[src/rtl/reg4_seq_ctrl_if.sv]
// Command, register-datapath and toggle-accounting signals shared between the
// command source / register model (master) and the sequencer (slave).
interface reg4_seq_ctrl_if #(
  parameter int WIDTH = 4,
  parameter int CNT_W = 16
);
  logic             CMD_VALID;
  logic             CMD_READY;
  logic [1:0]       CMD_OP;
  logic [2:0]       CMD_CNT;
  logic [WIDTH-1:0] CMD_DATA;
  logic [WIDTH-1:0] REG_Q;
  logic [1:0]       REG_MODO;
  logic [WIDTH-1:0] REG_D;
  logic             REG_S_IN;
  logic             DONE;
  logic             CLR_CNT;
  logic [CNT_W-1:0] BUDGET;
  logic             BUDGET_HIT;
  logic [CNT_W-1:0] TOGGLE_CNT;

  modport master (
    output CMD_VALID, CMD_OP, CMD_CNT, CMD_DATA, REG_Q, CLR_CNT, BUDGET,
    input  CMD_READY, REG_MODO, REG_D, REG_S_IN, DONE, BUDGET_HIT, TOGGLE_CNT
  );

  modport slave (
    input  CMD_VALID, CMD_OP, CMD_CNT, CMD_DATA, REG_Q, CLR_CNT, BUDGET,
    output CMD_READY, REG_MODO, REG_D, REG_S_IN, DONE, BUDGET_HIT, TOGGLE_CNT
  );
endinterface

[src/rtl/reg4_seq_ctrl.sv]
// Command sequencer for the 4-bit universal register: steps the register mode
// inputs for load/shift/rotate commands and keeps a saturating count of output
// bit toggles, refusing new commands once the toggle budget is reached.
module reg4_seq_ctrl #(
  parameter int WIDTH = 4,
  parameter int CNT_W = 16
) (
  input logic           CLK,
  input logic           RESET_L,
  reg4_seq_ctrl_if.slave bus
);

  typedef enum logic [1:0] {IDLE, LOAD, STEP, FIN} state_t;

  localparam logic [1:0] OP_LOAD = 2'b00;
  localparam logic [1:0] OP_SHL  = 2'b01;
  localparam logic [1:0] OP_SHR  = 2'b10;
  localparam logic [1:0] OP_ROTL = 2'b11;

  localparam logic [1:0] MODO_HOLD = 2'b00;
  localparam logic [1:0] MODO_LOAD = 2'b01;
  localparam logic [1:0] MODO_SHL  = 2'b10;
  localparam logic [1:0] MODO_SHR  = 2'b11;

  state_t           state;
  logic [1:0]       op_q;
  logic [2:0]       rem;
  logic [WIDTH-1:0] data_q;
  logic [1:0]       modo_q;
  logic             done_q;
  logic [WIDTH-1:0] prev_q;
  logic [CNT_W-1:0] toggle_cnt;
  logic             budget_hit;
  logic             cmd_ready;

  // Number of bits set in a register-width vector, widened to the counter.
  function automatic logic [CNT_W-1:0] popcount(input logic [WIDTH-1:0] x);
    logic [CNT_W-1:0] n;
    n = '0;
    for (int i = 0; i < WIDTH; i++) begin
      n = n + {{(CNT_W-1){1'b0}}, x[i]};
    end
    return n;
  endfunction

  // Unsigned add that pins at all-ones instead of wrapping.
  function automatic logic [CNT_W-1:0] sat_add(input logic [CNT_W-1:0] a,
                                               input logic [CNT_W-1:0] b);
    logic [CNT_W:0] sum;
    sum = {1'b0, a} + {1'b0, b};
    return sum[CNT_W] ? {CNT_W{1'b1}} : sum[CNT_W-1:0];
  endfunction

  assign budget_hit = (bus.BUDGET != '0) && (toggle_cnt >= bus.BUDGET);
  assign cmd_ready  = (state == IDLE) && !budget_hit;

  // Command FSM; mode and done are registered alongside the state.
  always_ff @(posedge CLK or negedge RESET_L) begin
    if (!RESET_L) begin
      state  <= IDLE;
      op_q   <= OP_LOAD;
      rem    <= '0;
      data_q <= '0;
      modo_q <= MODO_HOLD;
      done_q <= 1'b0;
    end else begin
      done_q <= 1'b0;
      case (state)
        IDLE: begin
          if (bus.CMD_VALID && cmd_ready) begin
            op_q   <= bus.CMD_OP;
            rem    <= bus.CMD_CNT;
            data_q <= bus.CMD_DATA;
            if (bus.CMD_OP == OP_LOAD) begin
              state  <= LOAD;
              modo_q <= MODO_LOAD;
            end else if (bus.CMD_CNT == 3'd0) begin
              // Zero-step shift/rotate completes without touching the register.
              state  <= FIN;
              done_q <= 1'b1;
            end else begin
              state  <= STEP;
              modo_q <= (bus.CMD_OP == OP_SHR) ? MODO_SHR : MODO_SHL;
            end
          end
        end
        LOAD: begin
          state  <= FIN;
          modo_q <= MODO_HOLD;
          done_q <= 1'b1;
        end
        STEP: begin
          rem <= rem - 3'd1;
          if (rem == 3'd1) begin
            state  <= FIN;
            modo_q <= MODO_HOLD;
            done_q <= 1'b1;
          end
        end
        FIN: begin
          state <= IDLE;
        end
        default: begin
          state  <= IDLE;
          modo_q <= MODO_HOLD;
        end
      endcase
    end
  end

  // Toggle accounting runs every cycle regardless of the FSM state.
  always_ff @(posedge CLK or negedge RESET_L) begin
    if (!RESET_L) begin
      prev_q     <= '0;
      toggle_cnt <= '0;
    end else begin
      prev_q <= bus.REG_Q;
      if (bus.CLR_CNT) begin
        toggle_cnt <= '0;
      end else begin
        toggle_cnt <= sat_add(toggle_cnt, popcount(bus.REG_Q ^ prev_q));
      end
    end
  end

  assign bus.CMD_READY  = cmd_ready;
  assign bus.REG_MODO   = modo_q;
  assign bus.DONE       = done_q;
  assign bus.BUDGET_HIT = budget_hit;
  assign bus.TOGGLE_CNT = toggle_cnt;
  assign bus.REG_D      = (state == LOAD) ? data_q : '0;
  // Rotate feeds the register MSB straight back in; shifts use the latched fill bit.
  assign bus.REG_S_IN   = (state != STEP)   ? 1'b0 :
                          (op_q == OP_ROTL) ? bus.REG_Q[WIDTH-1] : data_q[0];

endmodule

[src/flat_wrapper.sv]
// flat-port wrapper written by rule: the top's interface ports become plain ports
module reg4_seq_ctrl_flat 
#(
  parameter int WIDTH = 4,
  parameter int CNT_W = 16
)
  (CLK, RESET_L, bus_CMD_VALID, bus_CMD_OP, bus_CMD_CNT, bus_CMD_DATA, bus_REG_Q, bus_CLR_CNT, bus_BUDGET, bus_CMD_READY, bus_REG_MODO, bus_REG_D, bus_REG_S_IN, bus_DONE, bus_BUDGET_HIT, bus_TOGGLE_CNT);
  reg4_seq_ctrl_if #(.WIDTH(WIDTH), .CNT_W(CNT_W)) bus_i ();
  input logic CLK;
  input logic RESET_L;
  input wire logic [$bits(bus_i.CMD_VALID)-1:0] bus_CMD_VALID;
  input wire logic [$bits(bus_i.CMD_OP)-1:0] bus_CMD_OP;
  input wire logic [$bits(bus_i.CMD_CNT)-1:0] bus_CMD_CNT;
  input wire logic [$bits(bus_i.CMD_DATA)-1:0] bus_CMD_DATA;
  input wire logic [$bits(bus_i.REG_Q)-1:0] bus_REG_Q;
  input wire logic [$bits(bus_i.CLR_CNT)-1:0] bus_CLR_CNT;
  input wire logic [$bits(bus_i.BUDGET)-1:0] bus_BUDGET;
  output wire logic [$bits(bus_i.CMD_READY)-1:0] bus_CMD_READY;
  output wire logic [$bits(bus_i.REG_MODO)-1:0] bus_REG_MODO;
  output wire logic [$bits(bus_i.REG_D)-1:0] bus_REG_D;
  output wire logic [$bits(bus_i.REG_S_IN)-1:0] bus_REG_S_IN;
  output wire logic [$bits(bus_i.DONE)-1:0] bus_DONE;
  output wire logic [$bits(bus_i.BUDGET_HIT)-1:0] bus_BUDGET_HIT;
  output wire logic [$bits(bus_i.TOGGLE_CNT)-1:0] bus_TOGGLE_CNT;
  assign bus_i.CMD_VALID = bus_CMD_VALID;
  assign bus_i.CMD_OP = bus_CMD_OP;
  assign bus_i.CMD_CNT = bus_CMD_CNT;
  assign bus_i.CMD_DATA = bus_CMD_DATA;
  assign bus_i.REG_Q = bus_REG_Q;
  assign bus_i.CLR_CNT = bus_CLR_CNT;
  assign bus_i.BUDGET = bus_BUDGET;
  assign bus_CMD_READY = bus_i.CMD_READY;
  assign bus_REG_MODO = bus_i.REG_MODO;
  assign bus_REG_D = bus_i.REG_D;
  assign bus_REG_S_IN = bus_i.REG_S_IN;
  assign bus_DONE = bus_i.DONE;
  assign bus_BUDGET_HIT = bus_i.BUDGET_HIT;
  assign bus_TOGGLE_CNT = bus_i.TOGGLE_CNT;
  reg4_seq_ctrl #(.WIDTH(WIDTH), .CNT_W(CNT_W)) u_core (.CLK(CLK), .RESET_L(RESET_L), .bus(bus_i));
endmodule
[config.mk]
export PLATFORM = sky130hd
export DESIGN_NAME = reg4_seq_ctrl_flat
export DESIGN_NICKNAME = d
export VERILOG_FILES = /design/src/rtl/reg4_seq_ctrl_if.sv /design/src/rtl/reg4_seq_ctrl.sv /design/src/flat_wrapper.sv
export SDC_FILE = /design/constraint.sdc
export NUM_CORES = 1
export LEC_CHECK = 0
export ABC_AREA = 1
export BUFFER_PORTS_ARGS = -buffer_cell sky130_fd_sc_hd__buf_2
export CAP_MARGIN = 40
export CORE_MARGIN = 4
export CORE_UTILIZATION = 54
export CTS_CLUSTER_SIZE = 20
export DETAILED_ROUTE_END_ITERATION = 6
export PLACE_DENSITY = 0.92
export REMOVE_ABC_BUFFERS = 1
export SLEW_MARGIN = 20
export SYNTH_ARGS = -nofsm -noshare
export SYNTH_HDL_FRONTEND = slang
export SYNTH_SLANG_ARGS = --single-unit
[constraint.sdc]
create_clock -name CLK -period 3.7 [get_ports CLK]
set_clock_uncertainty 0.2 [all_clocks]
set_input_delay 0.37 -clock CLK [delete_from_list [all_inputs] [get_ports CLK]]
set_output_delay 0.37 -clock CLK [all_outputs]
set_load 0.01 [all_outputs]
==> results of run 1 <==
## kinds of logic (layout without fill, tap and decap cells)
family | count (synthesis) | after routing | synth area share, %
XOR/XNOR | 12 | 12 | 4.352
AND/OR/NAND/NOR | 110 | 110 | 22.49
AO/OA/AOI/OAI | 51 | 51 | 11.24
buffers and inverters | 70 | 136 | 11.04
adder cells (fa/ha/maj) | 29 | 29 | 15.65
flip-flops | 34 | 34 | 35.23
## what timing repair did
| item | in CTS | in global routing |
|---|---|---|
| hold endpoints to repair | 34 | 2 |
| hold buffers | 1 | 2 |
| buffers inserted | 0 | 0 |
| resized for setup | 0 | 0 |
## power by group through the flow
stage	registers (uW)	clock network, uW	logic (uW)
floorplan	541	0	427
global placement	538	0	593
detailed placement	544	0	618
CTS	537	269	625
global route	548	287	728
finish	537	259	627
## state kept, by name, indices dropped and copies added (netlist names)
register and flops:
u_core.bus.DONE 1, u_core.bus.REG_MODO 2, u_core.bus.TOGGLE_CNT 16, u_core.data_q 4
u_core.op_q 2, u_core.prev_q 4, u_core.rem 3, u_core.state 2
## worst min-delay path by stage
stage | start | to | slack, ns | cells after the start
2_1_floorplan | RESET_L | u_core.bus.DONE$_DFF_PN0_ | -0.13 | 0
4_1_cts | bus_REG_Q[2] | u_core.prev_q[2]$_DFF_PN0_ | 0.002 | 1
3_3_place_gp | u_core.bus.REG_MODO[1]$_DFFE_PN0P_ | u_core.bus.REG_MODO[1]$_DFFE_PN0P_ | 0.26 | 2
6_report | bus_REG_Q[0] | u_core.prev_q[0]$_DFF_PN0_ | 0.01 | 1
5_1_grt | bus_REG_Q[0] | u_core.prev_q[0]$_DFF_PN0_ | 0.0002 | 1
3_5_place_dp | u_core.bus.REG_MODO[1]$_DFFE_PN0P_ | u_core.bus.REG_MODO[1]$_DFFE_PN0P_ | 0.26 | 2
## final cells by class
cell class                      count  area, sq um  share of cell area [%]
Clock buffer                        5        68.82                   2.398
Clock inverter                      2        10.01                  0.3487
Multi-Input combinational cell    202         1297                   45.20
Sequential cell                    34        850.8                   29.64
Inverter                           68        257.7                   8.980
Tap cell                           52        65.06                   2.267
Timing Repair Buffer               61        320.3                   11.16
## routing by layer
metal | vias to the layer above | GRT usage (%)
met5 | - | 0
met4 | 0 | 7.510
met3 | 9 | 5.340
met2 | 69 | 33.27
met1 | 993 | 23.65
li1 | 1098 | -
## cell usage in the layout, fill, tap and decap left out, drive strengths merged, types with 2 or more instances in the layout
cell / Yosys / final
a21oi: 21 / 21
buf: 1 / 58
clkbuf: 1 / 5
clkinv: 0 / 2
dfrtp: 34 / 34
dlygate4sd3: 0 / 3
fa: 2 / 2
ha: 27 / 27
inv: 68 / 68
nand2: 65 / 65
nand3: 9 / 9
nand4: 6 / 6
nor2: 22 / 22
nor3: 5 / 5
nor4: 2 / 2
o21ai: 25 / 25
xnor2: 6 / 6
xor2: 6 / 6
## metrics by stage
| step | util (%) | hold WS, ns |
|---|---|---|
| 2_1_floorplan | - | -0.1256 |
| 3_3_place_gp | 63.42 | 0.2588 |
| 3_5_place_dp | 63.42 | 0.2587 |
| 4_1_cts | 65.46 | 0.002000 |
| 5_1_grt | 65.92 | 0.0001554 |
| 6_report | 65.92 | 0.01139 |
==> reports/qor.yml, run 1 <==
slew_viol_final: 0
synthTopCellsByCount: "inv_1, nand2_1, dfrtp_1, ha_1, a21oi_1"
post_drt_via_cell_ratio: 5.116
root_buffer: "clkbuf_8"
power_density_nw_per_um2: 496.1
grt_pass1_wl_um: 8473
initial_core_util_pct: 55.46
grt_overflow: 0
cpLargestDelayFamily: "adder cells"
clockBufferDepth: 2
dp_slack_ns: 0.3107
crit_chain: "dlygate4sd3_1 -> buf_2 -> xnor2_1 -> fa_1 -> inv_1 -> ha_1 -> inv_1 -> fa_1 -> o21ai_2 -> nand3_2 -> nor2_4 -> nand2_4 -> nor3_2 -> a21oi_1 -> o21ai_1 -> nand2_1 -> inv_1"
diodes: 0
pwr-share-seq_pct: 37.7
synth_most_common_cell: "inv_1"
criticalPathCategory: "input port to flip-flop"
vias: 2169
nets: 434
synthArstFlopShare_pct: 100.0
drtPass1Iterations: 5
routedWlPerCell_um: 12.49
ys_seq_elements: 34
finalCriticalPeriod_ns: 3.363
path_max_fanout: 4
ys.flop_type: "dfrtp_1"
io_pins: 59
wl_met2_um: 2590
r2r_cells: 17
p_int_uw: 845.8
grt_max_degree: 35
r2r_slack_ns: 0.37
cpPeakStageDelay_ns: 0.55
synth_edf_count: 0
cp.depth: 17
port_buffers: 58
drc_errors: 0
ir_drop_v: 0.0003798
yosys.area.top_type: "dfrtp_1"
synth.distinct_cells: 34
cpMostUsedCell: "inv_1"
die_area_sq_um: 5606
area_growth_pct: 18.86
clk_pin_slew_ns: 0.07
fmax_mhz: 297.3
rsz0062_at_grt: "no"
placed_cells: 414
finalSetupTns_ns: 0
startpoint_type: "input port"
coreArea_sq_um: 4354
wl_met1_um: 2219
yosys.area.top_type_share_pct: 35.23
switching_power_uw: 578.1
ys_seq_area_share_pct: 35.23
path_buf_inv: 5
numCtsBuffers: 5
die_w_um: 74.87
crit_path_top_delay_cell: "dlygate4sd3_1"
rr_endpoint: "u_core.bus.TOGGLE_CNT[14]$_DFF_PN0_"
swShare_pct: 40.60
fin_total_pwr_uw: 1424
stdcell_count: 424
track_usage_pct: 19.60
ant_nets: 0
worst_pin_slew_ns: 0.7550
synth_area_leaders: "dfrtp_1, ha_1, inv_1, nand2_1, a21oi_1"
crit_start: "bus_REG_Q[2]"
die_y_um: 74.87
dr_wl_met3_um: 409
dr.max_layer_used: "met4"
syn_area_sq_um: 2415
r2r-start: "u_core.prev_q[0]$_DFF_PN0_"
setup_viol: 0
cts.sinks: 34
ys.warnings.count: 0
syn_inst: 306
clockPowerShare_pct: 18.2
dp.final_hpwl_um: 4115
hold_viol: 0
drt-total-wl_um: 5294
gp_congestion: 0.8953
cellLeakagePower_uw: 0.001708
crit_arrival_ns: 3.40
comb_power_share_pct: 44.0
layout-drive-gt1-share_pct: 22.04
end_kind: "flip-flop"
required_ns: 3.73
row_count: 24
design_area_sq_um: 2870
finalCritPeriodShare_pct: 90.89
worst_skew_pair.late_latency_ns: 0.29
hp-class: "input port to flip-flop"
layout_setup_ws_ns: 0.3369
dpl-instance-area_sq_um: 2761
syn_area_per_cell_sq_um: 7.892
htree_num_levels: 2
fill_cells: 330
slew_headroom_pct: 49.66
antenna_found_initial: 0
worstSetupEndpoint: "u_core.bus.TOGGLE_CNT[14]$_DFF_PN0_"
drt_iter0_drc: 93
cts_tree: "built"
maxCapViolations: 0
outcome: "completed"
grt_pass1_vias: 2022
(Power assumes the default switching activity.)
==> run 2: changes to the inputs <==
--- a/config.mk
+++ b/config.mk
@@ -9,10 +9,10 @@
 export BUFFER_PORTS_ARGS = -buffer_cell sky130_fd_sc_hd__buf_2
 export CAP_MARGIN = 40
 export CORE_MARGIN = 4
-export CORE_UTILIZATION = 54
+export CORE_UTILIZATION = 45
 export CTS_CLUSTER_SIZE = 20
 export DETAILED_ROUTE_END_ITERATION = 6
-export PLACE_DENSITY = 0.92
+export PLACE_DENSITY = 0.8
 export REMOVE_ABC_BUFFERS = 1
 export SLEW_MARGIN = 20
 export SYNTH_ARGS = -nofsm -noshare
==> reports/qor.yml, run 2 (synthesis gave the netlist of run 1 again) <==
rsz0062_at_grt: "no"
pwr-share-seq_pct: 33.7  # -4.0 points
startpoint_type: "input port"
ant_nets: 0  # unchanged
r2r-start: "u_core.prev_q[0]$_DFF_PN0_"
outcome: "completed"
r2r_slack_ns: 0.46  # +0.09 ns
io_pins: 59  # unchanged
swShare_pct: 37.70  # -2.9 points
final_common_cell: "inv_1"
comb_power_share_pct: 40.1  # -3.9 points
largest_register_ff_count: 16  # unchanged
slew_headroom_pct: 75.84  # +26 points
clk_pin_slew_ns: 0.08  # about the same
min_to: "u_core.prev_q[0]$_DFF_PN0_"
die_w_um: 81.26  # +8.5%
holdPathStages: 1  # unchanged
fmax_mhz: 282.9  # -4.9%
finalSetupTns_ns: 0  # unchanged
cts.sinks: 34  # unchanged
cts_tree: "built"
r2r_cells: 17  # unchanged
min_from: "bus_REG_Q[0]"
fin_total_pwr_uw: 1594  # +12%
clockPowerShare_pct: 26.2  # +8.0 points
power_density_nw_per_um2: 534.7  # +7.8%
finalCritPeriodShare_pct: 95.54  # +4.6 points
row_count: 26  # +8.3%
drt_iter0_drc: 106  # +14%
drtPass1Iterations: 4  # -1
grt_overflow: 0  # unchanged
grt_max_degree: 35  # unchanged
initial_core_util_pct: 46.98  # -8.5 points
numCtsBuffers: 5  # unchanged
slew_viol_final: 0  # unchanged
criticalPathCategory: "input port to flip-flop"
gp_congestion: 0.8712  # -2.7%
drt-total-wl_um: 5515  # +4.2%
nets: 436  # +0.46%
path_max_fanout: 4  # unchanged
layout-drive-gt1-share_pct: 22.93  # +0.89 points
finalCriticalPeriod_ns: 3.535  # +0.1720 ns
drc_errors: 0  # unchanged
coreArea_sq_um: 5140  # +18%
antenna_found_initial: 0  # unchanged
dp.final_hpwl_um: 4239  # +3.0%
ir_drop_v: 0.0004772  # +26%
grt_pass1_wl_um: 8956  # +5.7%
hp-class: "input port to flip-flop"
worst_skew_pair.late_latency_ns: 0.29  # about the same
die_area_sq_um: 6602  # +18%
die_y_um: 81.26  # +8.5%
end_kind: "flip-flop"
layout_common_cells: "inv_1, nand2_1, buf_2"
switching_power_uw: 601.1  # +4.0%
root_buffer: "clkbuf_8"
port_buffers: 58  # unchanged
diodes: 0  # unchanged
grt_pass1_vias: 2135  # +5.6%
routedWlPerCell_um: 12.39  # -0.74%
fill_cells: 476  # +44%
clockBufferDepth: 2  # unchanged
vias: 2170  # +0.046%
rr_endpoint: "u_core.bus.TOGGLE_CNT[14]$_DFF_PN0_"
post_drt_via_cell_ratio: 4.876  # -4.7%
p_int_uw: 993.1  # +17%
required_ns: 3.73  # about the same
track_usage_pct: 17.50  # -2.1 points
crit_arrival_ns: 3.57  # +0.17 ns
setup_viol: 0  # unchanged
htree_num_levels: 2  # unchanged
cellLeakagePower_uw: 0.001747  # +2.3%
area_growth_pct: 23.47
maxCapViolations: 0  # unchanged
hold_viol: 0  # unchanged
worst_pin_slew_ns: 0.3600  # -0.3951 ns
[run 2: final cells by class]
cell class                 instances  area [sq um]  area share, %
multi-input combinational        202          1300          43.60
timing repair buffer              63         347.8          11.67
sequential                        34         850.8          28.54
clock inverter                     3         68.82          2.308
tap                               70         87.58          2.937
clock buffer                       5         68.82          2.308
inverter                          68         257.7          8.645
[run 2: per-layer routing]
layer | GRT usage (%) | vias up | wire (um)
met5 | 0 | - | 0
met4 | 6.081 | 0 | 63
met3 | 4.324 | 7 | 378
met2 | 30.62 | 75 | 2633
met1 | 20.82 | 985 | 2439
li1 | - | 1103 | -
[run 2: metrics by stage]
step	hold slack (ns)	worst slack, ns	area (sq um)	utilization (%)	cells
finish	0.01018	0.1649	2982	58.01	445
global route	0.0001840	0.05004	2982	58.01	445
CTS	0.0009907	0.09437	2942	57.23	442
detailed placement	0.2653	0.3467	2784	54.16	432
global placement	0.2603	0.4155	2784	54.16	432
floorplan	-0.1256	0.6079	2406	-	304
[run 2: timing repair]
action,CTS,global route
setup buffers,0,1
hold endpoints to repair,35,1
endpoints found under the setup margin,0,6
resized for setup,0,1
hold buffers,2,1
[run 2: worst max-delay path: stages]
cell           delay (ns)
dlygate4sd3_1        0.53
buf_2                0.13
xor2_1               0.14
ha_1                 0.26
inv_1                0.05
fa_1                 0.43
inv_1                0.06
ha_1                 0.15
inv_1                0.07
fa_2                 0.36
o21ai_2              0.19
nand3_2              0.14
nor2_4               0.14
nand2_4              0.10
nor3_2               0.15
a21oi_1              0.09
o21ai_1              0.08
nand2_1              0.06
inv_1                0.06
[run 2: worst max path at each step]
stage,slack (ns),cells past startpoint,endpoint,startpoint
after floorplan,0.61,17,u_core.bus.TOGGLE_CNT[5]$_DFF_PN0_,u_core.prev_q[0]$_DFF_PN0_
after global placement,0.42,18,u_core.bus.TOGGLE_CNT[5]$_DFF_PN0_,bus_REG_Q[0]
after detailed placement,0.35,18,u_core.bus.TOGGLE_CNT[5]$_DFF_PN0_,bus_REG_Q[0]
after CTS,0.09,19,u_core.bus.TOGGLE_CNT[14]$_DFF_PN0_,bus_REG_Q[1]
after global routing,0.05,19,u_core.bus.TOGGLE_CNT[14]$_DFF_PN0_,bus_REG_Q[1]
final,0.16,19,u_core.bus.TOGGLE_CNT[14]$_DFF_PN0_,bus_REG_Q[1]
[run 2: power by group through the flow]
stage	combinational, uW	sequential [uW]	clock [uW]
2_1_floorplan	427	541	0
3_3_place_gp	600	539	0
3_5_place_dp	623	543	0
4_1_cts	630	538	429
5_1_grt	733	550	444
6_report	639	538	417
==> run 3: changes to the inputs <==
--- a/config.mk
+++ b/config.mk
@@ -6,7 +6,7 @@
 export NUM_CORES = 1
 export LEC_CHECK = 0
 export ABC_AREA = 1
-export BUFFER_PORTS_ARGS = -buffer_cell sky130_fd_sc_hd__buf_2
+export BUFFER_PORTS_ARGS = -buffer_cell sky130_fd_sc_hd__buf_4
 export CAP_MARGIN = 40
 export CORE_MARGIN = 4
 export CORE_UTILIZATION = 45
==> reports/qor.yml, run 3 (synthesis gave the netlist of run 1 again) <==
required_ns: 3.73  # about the same
drtPass1Iterations: 5  # +1
clk_pin_slew_ns: 0.07  # about the same
die_area_sq_um: 6602  # unchanged
grt_pass1_wl_um: 9363  # +4.5%
drt-total-wl_um: 5595  # +1.5%
gp_congestion: 0.8707  # about the same
layout_common_cells: "inv_1, nand2_1, buf_4"
hp-class: "input port to flip-flop"
maxCapViolations: 0  # unchanged
holdWs_ns: 0.01789  # +0.007709 ns
outcome: "completed"
antenna_found_initial: 0  # unchanged
grt_overflow: 0  # unchanged
initial_core_util_pct: 46.98  # unchanged
diodes: 0  # unchanged
die_y_um: 81.26  # unchanged
clockBufferDepth: 2  # unchanged
die_w_um: 81.26  # unchanged
cts_setup_buffers: 0  # unchanged
coreArea_sq_um: 5140  # unchanged
io_pins: 59  # unchanged
setup_viol: 0  # unchanged
worst_pin_slew_ns: 0.4447  # +0.08475 ns
hold_viol: 0  # unchanged
r2r_cells: 17  # unchanged
path_buf_inv: 5  # -1
layout-drive-gt1-share_pct: 22.19  # -0.74 points
cts_tree: "built"
drt_iter0_drc: 109  # +2.8%
root_buffer: "clkbuf_8"
routedWlPerCell_um: 12.60  # +1.7%
cellLeakagePower_uw: 0.001755  # +0.45%
worst_skew_pair.late_latency_ns: 0.29  # about the same
power_density_nw_per_um2: 499.7  # -6.5%
post_drt_via_cell_ratio: 4.881  # about the same
holdPathStages: 1  # unchanged
final_common_cell: "inv_1"
dpl-instance-area_sq_um: 2929  # +5.2%
ant_nets: 0  # unchanged
numCtsBuffers: 5  # unchanged
track_usage_pct: 18.16  # +0.66 points
cts.sinks: 34  # unchanged
area_growth_pct: 27.46
vias: 2167  # -0.14%
grt_pass1_vias: 2191  # +2.6%
criticalPathCategory: "input port to flip-flop"
rsz0062_at_grt: "no"
drc_errors: 0  # unchanged
cpLargestDelayFamily: "adder cells"
slew_headroom_pct: 70.35  # -5.5 points
finalSetupTns_ns: 0  # unchanged
htree_num_levels: 2  # unchanged
largest_register_ff_count: 16  # unchanged
ir_drop_v: 0.0004119  # -14%
dp.final_hpwl_um: 4370  # +3.1%
fmax_mhz: 290.5  # +2.7%
crit_chain: "dlygate4sd3_1 -> buf_4 -> xnor2_1 -> fa_1 -> inv_1 -> ha_1 -> inv_1 -> fa_1 -> o21ai_2 -> nand3_2 -> nor2_4 -> nand2_4 -> nor3_2 -> a21oi_1 -> o21ai_1 -> nand2_1 -> inv_1"
port_buffers: 58  # unchanged
grt_max_degree: 35  # unchanged
cpMostUsedCell: "inv_1"
startpoint_type: "input port"
crit_arrival_ns: 3.48  # -0.09 ns
crit_path_top_delay_cell: "dlygate4sd3_1"
cp.depth: 17  # -2
cpPeakStageDelay_ns: 0.54  # about the same
path_max_fanout: 4  # unchanged
finalCriticalPeriod_ns: 3.442  # -0.09260 ns
fill_cells: 469  # -1.5%
row_count: 26  # unchanged
design_area_sq_um: 3078  # +3.2%
slew_viol_final: 0  # unchanged
end_kind: "flip-flop"
finalCritPeriodShare_pct: 93.04  # -2.5 points
nets: 435  # -0.23%
run 3: power by group:
group          leakage, uW  total, uW  internal [uW]  switching, uW
registers         0.000442        538            466           71.7
clock network    0.0000579        340            198            141
logic              0.00126        660            288            372
total              0.00176       1540            953            585
run 3: area by class of cell:
class	count	area (sq um)	area share, %
clock inverters	3	40.04	1.301
inverters	68	257.7	8.374
well taps	70	87.58	2.846
flip-flops and latches	34	850.8	27.64
repair buffers	62	475.5	15.45
clock buffers	5	68.82	2.236
multi-input cells	202	1297	42.15
run 3: per-layer routing:
metal / wire (um) / global-route usage [%]
met1: 2393 / 22.69
met2: 2732 / 31.61
met3: 430 / 4.767
met4: 38 / 3.547
met5: 0 / 0
run 3: final timing paths:
check                                                    from                             endpoint  slack, ns
setup / recovery                                 bus_REG_Q[2]  u_core.bus.TOGGLE_CNT[14]$_DFF_PN0_       0.26
hold / removal                                   bus_REG_Q[3]           u_core.prev_q[3]$_DFF_PN0_       0.02
setup reg to reg                   u_core.prev_q[0]$_DFF_PN0_  u_core.bus.TOGGLE_CNT[14]$_DFF_PN0_       0.30
hold reg to reg            u_core.bus.REG_MODO[1]$_DFFE_PN0P_   u_core.bus.REG_MODO[1]$_DFFE_PN0P_       0.29
max in group asynchronous                             RESET_L         u_core.data_q[2]$_DFFE_PN0P_       2.62
min in group asynchronous                             RESET_L           u_core.prev_q[2]$_DFF_PN0_       0.36
run 3: what timing repair did:
| action | in CTS | in global routing |
|---|---|---|
| hold buffers | 4 | 0 |
| hold endpoints to repair | 37 | 0 |
| resized for setup | 0 | 0 |
| setup endpoints to repair | 0 | 0 |
run 3: stage by stage:
stage	setup WS (ns)	std cells	utilization (%)	power (uW)
3_3_place_gp	0.4061	432	56.99	1181
4_1_cts	0.2727	444	59.88	1553
2_1_floorplan	0.6079	304	-	967.9
5_1_grt	0.1685	444	59.88	1684
3_5_place_dp	0.2277	432	56.99	1203
6_report	0.2575	444	59.88	1538
